$ cat src/rtl/cdc_upload_framer.sv
// cdc_upload_framer
// Wraps a handler response payload into the USB-CDC upload frame
//   AA 55 CMD LEN_H LEN_L PAYLOAD[LEN] CSUM
// and streams it one byte per transfer onto usb_upload_data/valid.
//
// Handshake (all interfaces): a byte moves on a clock edge where both valid
// and ready are high; the sender keeps valid and data stable until then, and
// the receiver may change ready freely. Here usb_upload_* is the sending side,
// payload_* is the receiving side.
//
// The output register refills in the same cycle its byte transfers. FSM
// states name the byte held in the output register for the header bytes.
// PAYLOAD is entered when LEN_L is loaded, so the first payload byte can be
// accepted while LEN_L is still transferring. This gives one byte per cycle
// under constant ready. CSUM is loaded once the last payload byte has been
// loaded and the register can take a new byte.
//
// Checksum is the 8-bit sum of CMD, LEN_H, LEN_L and every payload byte that
// is actually sent (sync bytes are not included). If the handler stalls for
// STALL_LIMIT cycles, the remaining payload is sent as zero padding and the
// checksum still covers exactly the bytes on the wire.
module cdc_upload_framer #(
  parameter int MAX_LEN     = 256,
  parameter int STALL_LIMIT = 1024
) (
  input  logic        clk,
  input  logic        rst_n,
  input  logic        frame_start,
  input  logic [7:0]  frame_cmd,
  input  logic [15:0] frame_len,
  input  logic [7:0]  payload_data,
  input  logic        payload_valid,
  output logic        payload_ready,
  output logic [7:0]  usb_upload_data,
  output logic        usb_upload_valid,
  input  logic        usb_upload_ready,
  output logic        busy,
  output logic        frame_done,
  output logic        frame_error,
  output logic [2:0]  state_dbg
);

  localparam int SW = $clog2(STALL_LIMIT + 1);
  localparam logic [SW-1:0] STALL_LAST = SW'(STALL_LIMIT - 1);
  localparam logic [15:0]   MAX_LEN_W  = 16'(MAX_LEN);

  typedef enum logic [2:0] {
    S_IDLE    = 3'd0,
    S_SYNC0   = 3'd1,
    S_SYNC1   = 3'd2,
    S_CMD     = 3'd3,
    S_LENH    = 3'd4,
    S_LENL    = 3'd5,
    S_PAYLOAD = 3'd6,
    S_CSUM    = 3'd7
  } state_t;

  state_t        state;
  logic [7:0]    cmd_q;
  logic [15:0]   len_q;
  logic [15:0]   remaining;
  logic [7:0]    csum;
  logic [SW-1:0] stall_cnt;
  logic          padding;
  logic [7:0]    out_data;
  logic          out_valid;
  logic          done_q;
  logic          err_q;

  logic out_xfer;
  logic out_free;
  logic consume;

  // Output-register transfer / free-slot decode and payload acceptance
  always_comb begin
    out_xfer      = out_valid & usb_upload_ready;
    out_free      = ~out_valid | usb_upload_ready;
    payload_ready = (state == S_PAYLOAD) & out_free & (remaining != 16'd0) & ~padding;
    consume       = payload_ready & payload_valid;
  end

  assign usb_upload_data  = out_data;
  assign usb_upload_valid = out_valid;
  assign busy             = (state != S_IDLE);
  assign frame_done       = done_q;
  assign frame_error      = err_q;
  assign state_dbg        = state;

  // Framing FSM with output register, checksum, payload counter and stall watchdog
  always_ff @(posedge clk) begin
    if (!rst_n) begin
      state     <= S_IDLE;
      cmd_q     <= 8'h00;
      len_q     <= 16'h0000;
      remaining <= 16'h0000;
      csum      <= 8'h00;
      stall_cnt <= '0;
      padding   <= 1'b0;
      out_data  <= 8'h00;
      out_valid <= 1'b0;
      done_q    <= 1'b0;
      err_q     <= 1'b0;
    end else begin
      done_q <= 1'b0;
      err_q  <= 1'b0;
      case (state)
        S_IDLE: begin
          if (frame_start) begin
            if (frame_len > MAX_LEN_W) begin
              err_q <= 1'b1;
            end else begin
              cmd_q     <= frame_cmd;
              len_q     <= frame_len;
              remaining <= frame_len;
              csum      <= 8'h00;
              stall_cnt <= '0;
              padding   <= 1'b0;
              out_data  <= 8'hAA;
              out_valid <= 1'b1;
              state     <= S_SYNC0;
            end
          end
        end
        S_SYNC0: begin
          if (out_xfer) begin
            out_data <= 8'h55;
            state    <= S_SYNC1;
          end
        end
        S_SYNC1: begin
          if (out_xfer) begin
            out_data <= cmd_q;
            csum     <= cmd_q;
            state    <= S_CMD;
          end
        end
        S_CMD: begin
          if (out_xfer) begin
            out_data <= len_q[15:8];
            csum     <= csum + len_q[15:8];
            state    <= S_LENH;
          end
        end
        S_LENH: begin
          if (out_xfer) begin
            out_data <= len_q[7:0];
            csum     <= csum + len_q[7:0];
            state    <= (len_q == 16'd0) ? S_LENL : S_PAYLOAD;
          end
        end
        S_LENL: begin
          // Only reached for empty payloads: checksum follows LEN_L directly
          if (out_xfer) begin
            out_data <= csum;
            state    <= S_CSUM;
          end
        end
        S_PAYLOAD: begin
          // Register empties on transfer unless a new byte is loaded below
          if (out_xfer) out_valid <= 1'b0;
          if (remaining == 16'd0) begin
            if (out_free) begin
              out_data  <= csum;
              out_valid <= 1'b1;
              state     <= S_CSUM;
            end
          end else if (padding) begin
            if (out_free) begin
              out_data  <= 8'h00;
              out_valid <= 1'b1;
              remaining <= remaining - 16'd1;
            end
          end else if (consume) begin
            out_data  <= payload_data;
            out_valid <= 1'b1;
            csum      <= csum + payload_data;
            remaining <= remaining - 16'd1;
            stall_cnt <= '0;
          end else if (payload_ready) begin
            // Handler has a free slot offered but supplies nothing
            if (stall_cnt == STALL_LAST) begin
              padding   <= 1'b1;
              err_q     <= 1'b1;
              stall_cnt <= '0;
            end else begin
              stall_cnt <= stall_cnt + SW'(1);
            end
          end
        end
        S_CSUM: begin
          if (out_xfer) begin
            out_valid <= 1'b0;
            done_q    <= 1'b1;
            state     <= S_IDLE;
          end
        end
        default: begin
          state     <= S_IDLE;
          out_valid <= 1'b0;
        end
      endcase
    end
  end

endmodule
$ cat config.mk
export PLATFORM = sky130hd
export DESIGN_NAME = cdc_upload_framer
export DESIGN_NICKNAME = d
export VERILOG_FILES = /design/src/rtl/cdc_upload_framer.sv
export SDC_FILE = /design/constraint.sdc
export NUM_CORES = 1
export LEC_CHECK = 0
export BUFFER_PORTS_ARGS = -buffer_cell sky130_fd_sc_hd__clkbuf_2
export CAP_MARGIN = 40
export CORE_ASPECT_RATIO = 1.25
export CORE_MARGIN = 1.5
export CORE_UTILIZATION = 46
export CTS_BUF_LIST = sky130_fd_sc_hd__clkbuf_16
export CTS_CLUSTER_SIZE = 16
export DETAILED_ROUTE_END_ITERATION = 10
export PLACE_DENSITY = 0.75
export SKIP_CTS_REPAIR_TIMING = 1
export SLEW_MARGIN = 40
export SYNTH_ARGS = -nofsm -noshare
export SYNTH_HDL_FRONTEND = slang
export SYNTH_SLANG_ARGS = --single-unit
$ cat constraint.sdc
create_clock -name clk -period 7.4 [get_ports clk]
set_input_delay 1.48 -clock clk [delete_from_list [all_inputs] [get_ports clk]]
set_output_delay 1.48 -clock clk [all_outputs]
set_load 0.03 [all_outputs]
==> results.py <==
metrics = {
    "global_routing": {
        "grt_start_max_net_pins": 46,
        "grt_overflow": 0,
        "grt_pass1_wl_mm": 21.3,
        "antenna_found_initial": 0,
        "grt_usage_pct": 25.8,
        "grt_pass1_vias": 4455,
    },
    "critical_path": {
        "reg2reg_to": "csum[7]$_SDFFE_PN0P_",
        "worstSetupPathType": "in2out",
        "crit_buf_inv": 2,
        "r2r_cells": 10,
        "reg2reg_slack_ps": 3720,
        "slowest_stage": "a2111oi_2",
        "worst-path-stages": 4,
        "crit_path_start": "usb_upload_ready",
        "cp_cell_sequence": "clkbuf_2 -> nor2_1 -> a2111oi_2 -> clkbuf_2",
        "start_kind": "input port",
        "endpoint": "payload_ready",
        "r2r-start": "state_dbg[0]$_SDFFE_PN0P_",
        "worstPathMaxFanout": 5,
        "worstPathRequired_ps": 5920,
        "endpoint_kind": "output pin",
        "critPathMaxStageDelay_ps": 480,
        "crit_top_cell": "clkbuf_2",
        "crit_arrival_ps": 2460,
        "critical_path.top_delay_family": "compound AO/OA/AOI/OAI gates",
    },
    "sta": {
        "period_minus_slack_ps": 3940,
        "rsz0062_at_grt": "no",
        "finalWorstSetupSlack_ps": 3460,
        "finalSetupViolCount": 0,
        "tightest_slew_ps": 718,
        "relSlewSlack_pct": 51.7,
        "finalMaxSlewViolations": 0,
        "period_share_pct": 53.3,
        "fin_skew_ps": 6.56,
        "fmax_ghz": 0.254,
        "finalHoldViolCount": 0,
        "tns_ps": 0,
    },
    "placed_design": {
        "place_area_um2": 4800,
        "dp_hpwl_mm": 9.19,
        "preCtsSetupSlack_ps": 3480,
        "io_buffer_count": 52,
        "gp_congestion": 0.916,
    },
    "cts": {
        "cts-root-buf": "clkbuf_16",
        "htreeDepth": 3,
        "cts_made_buffers": 9,
        "cts_buffer_depth": 2,
        "cts.sinks": 74,
        "path_clk_slew_ps": 60,
        "cts_tree": "yes",
        "clock_latency_ps": 340,
    },
    "drt": {
        "viasPerCell": 6.32,
        "routed_wirelength_mm": 13.2,
        "wl_per_cell_um": 17.5,
        "ant_nets": 0,
        "drc_errors": 0,
        "vias": 4769,
        "drt_first_pass_iters": 6,
        "drtIter0Drc": 481,
    },
    "run": {
        "maxCapViolCount": 0,
    },
    "die": {
        "dieArea_um2": 10400,
        "initial_utilization_pct": 46.9,
        "coreArea_um2": 9560,
        "rows": 40,
        "io_pins": 53,
        "die_y_um": 113,
        "die_w_um": 91.3,
    },
    "pwr": {
        "powerDensity_nw_per_um2": 173,
        "fin_total_pwr_mw": 0.883,
        "peakVddDrop_uv": 114,
        "p_leak_nw": 1.85,
    },
    "finish": {
        "synthToLayoutAreaGrowth_pct": 13.9,
        "design_area_um2": 5110,
        "final.fill_count": 913,
        "final_util_pct": 53.5,
        "antennaDiodeCount": 0,
        "fin_nets": 670,
        "layout-drive-gt1-share_pct": 15.0,
    },
    "synth": {
        "syn_nets": 638,
        "synthCells": 591,
        "synthFlopType": "dfxtp_1",
        "synth_top_area_share_pct": 33.0,
        "async_flop_share_pct": 0,
        "synth.most_common_cell": "nand2_1",
        "synth_edf_count": 0,
        "syn_area_um2": 4490,
        "synth_area_leaders": "dfxtp_1 33%, nand2_1 7.4%, a21oi_1 6.7%, o21ai_0 5.6%, nor2_1 3.4%",
        "yosys_register_bits": 74,
        "syn_avg_cell_area_um2": 7.59,
        "ys_seq_area_share_pct": 33.0,
        "ys_types": 72,
        "synth_common_cells": "89 x nand2_1, 74 x dfxtp_1, 60 x a21oi_1",
        "synth_warnings": 0,
        "synth_top_area_cell": "dfxtp_1",
    },
    "hold_path": {
        "hp-class": "reg2reg",
    },
    "outcome": {
        "outcome": "finished clean",
    },
}
through the flow:
stage | hold WS, ps | std cells
floorplan | 408 | 591
global placement | 416 | 738
detailed placement | 426 | 738
CTS | 434 | 754
global route | 461 | 754
finish | 433 | 754
worst reg2reg max path, cell delays in order, from the launching register on:
cell	delay, ps
dfxtp_1	650
buf_4	380
nand2b_1	600
o21ai_0	270
ha_1	350
a211oi_1	240
nor2_1	140
o41ai_1	530
xnor2_1	170
o21ai_0	100
a31oi_1	180
cells by family after synthesis:
| kind of cell | share of synthesized area [%] |
|---|---|
| flip-flops | 33.0 |
| XOR/XNOR | 0.976 |
| buffers and inverters | 4.77 |
| adder cells (fa/ha/maj) | 2.96 |
| AND/OR/NAND/NOR | 24.3 |
| multiplexers | 3.12 |
| AO/OA/AOI/OAI | 30.8 |
layout by cell type, fill, tap and decap left out, types with 3 or more instances in the layout:
cell type	instances
a222oi_1	4
ha_1	9
nand3_1	16
mux2i_1	14
nand2b_1	6
nor3_1	14
and3_1	10
clkbuf_2	52
o22ai_1	12
or3_1	9
nor4_1	9
a221oi_1	8
dfxtp_1	73
and2_1	4
xnor2_1	3
clkbuf_16	9
inv_1	14
o21bai_1	6
o311ai_0	6
nand2_1	88
nand4_1	4
a22oi_1	5
nor2_1	40
a211oi_1	3
buf_4	6
o21a_1	6
o31ai_1	13
a21oi_1	60
a31oi_1	7
clkinvlp_4	3
o21ai_0	50
cell type report:
type                    instances  area, um^2  share of cell area (%)
clock inverters                 7        78.8                    1.54
well taps                     126         158                    3.08
flip-flops and latches         74        1480                    29.0
repair buffers                 58         305                    5.97
inverters                      16        60.1                    1.17
multi-input cells             464        2800                    54.8
clock buffers                   9         225                    4.41
metal layers:
| metal | share of wire (%) | wire (um) | GRT usage, % |
|---|---|---|---|
| met5 | 0 | 0 | 0 |
| met4 | 5.1 | 681 | 15.7 |
| met3 | 7.6 | 1010 | 5.67 |
| met2 | 48 | 6380 | 43.7 |
| met1 | 39 | 5160 | 29.4 |
worst min-delay path by stage:
stage               cells after the start                        from                         end  slack (ps)
floorplan                               2  stall_cnt[10]$_SDFFE_PN0P_  stall_cnt[10]$_SDFFE_PN0P_         410
global placement                        2  stall_cnt[10]$_SDFFE_PN0P_  stall_cnt[10]$_SDFFE_PN0P_         420
CTS                                     2  stall_cnt[10]$_SDFFE_PN0P_  stall_cnt[10]$_SDFFE_PN0P_         430
global route                            2  stall_cnt[10]$_SDFFE_PN0P_  stall_cnt[10]$_SDFFE_PN0P_         460
detailed placement                      2  stall_cnt[10]$_SDFFE_PN0P_  stall_cnt[10]$_SDFFE_PN0P_         430
finish                                  2  stall_cnt[10]$_SDFFE_PN0P_  stall_cnt[10]$_SDFFE_PN0P_         430
sequential cells by signal, summed over array words and instances (netlist names):
name	flops
remaining	16
csum	8
len_q	16
usb_upload_valid	1
padding	1
usb_upload_data	8
stall_cnt	11
cmd_q	8
frame_error	1
state_dbg	3
frame_done	1
report_power, final:
part           total (mW)  switching (mW)  internal, mW
Combinational      0.0388          0.0244        0.0144
Clock               0.443           0.180         0.263
Sequential          0.400        0.000975         0.399
Total               0.883           0.206         0.677
Power figures use the tool's default switching activity.
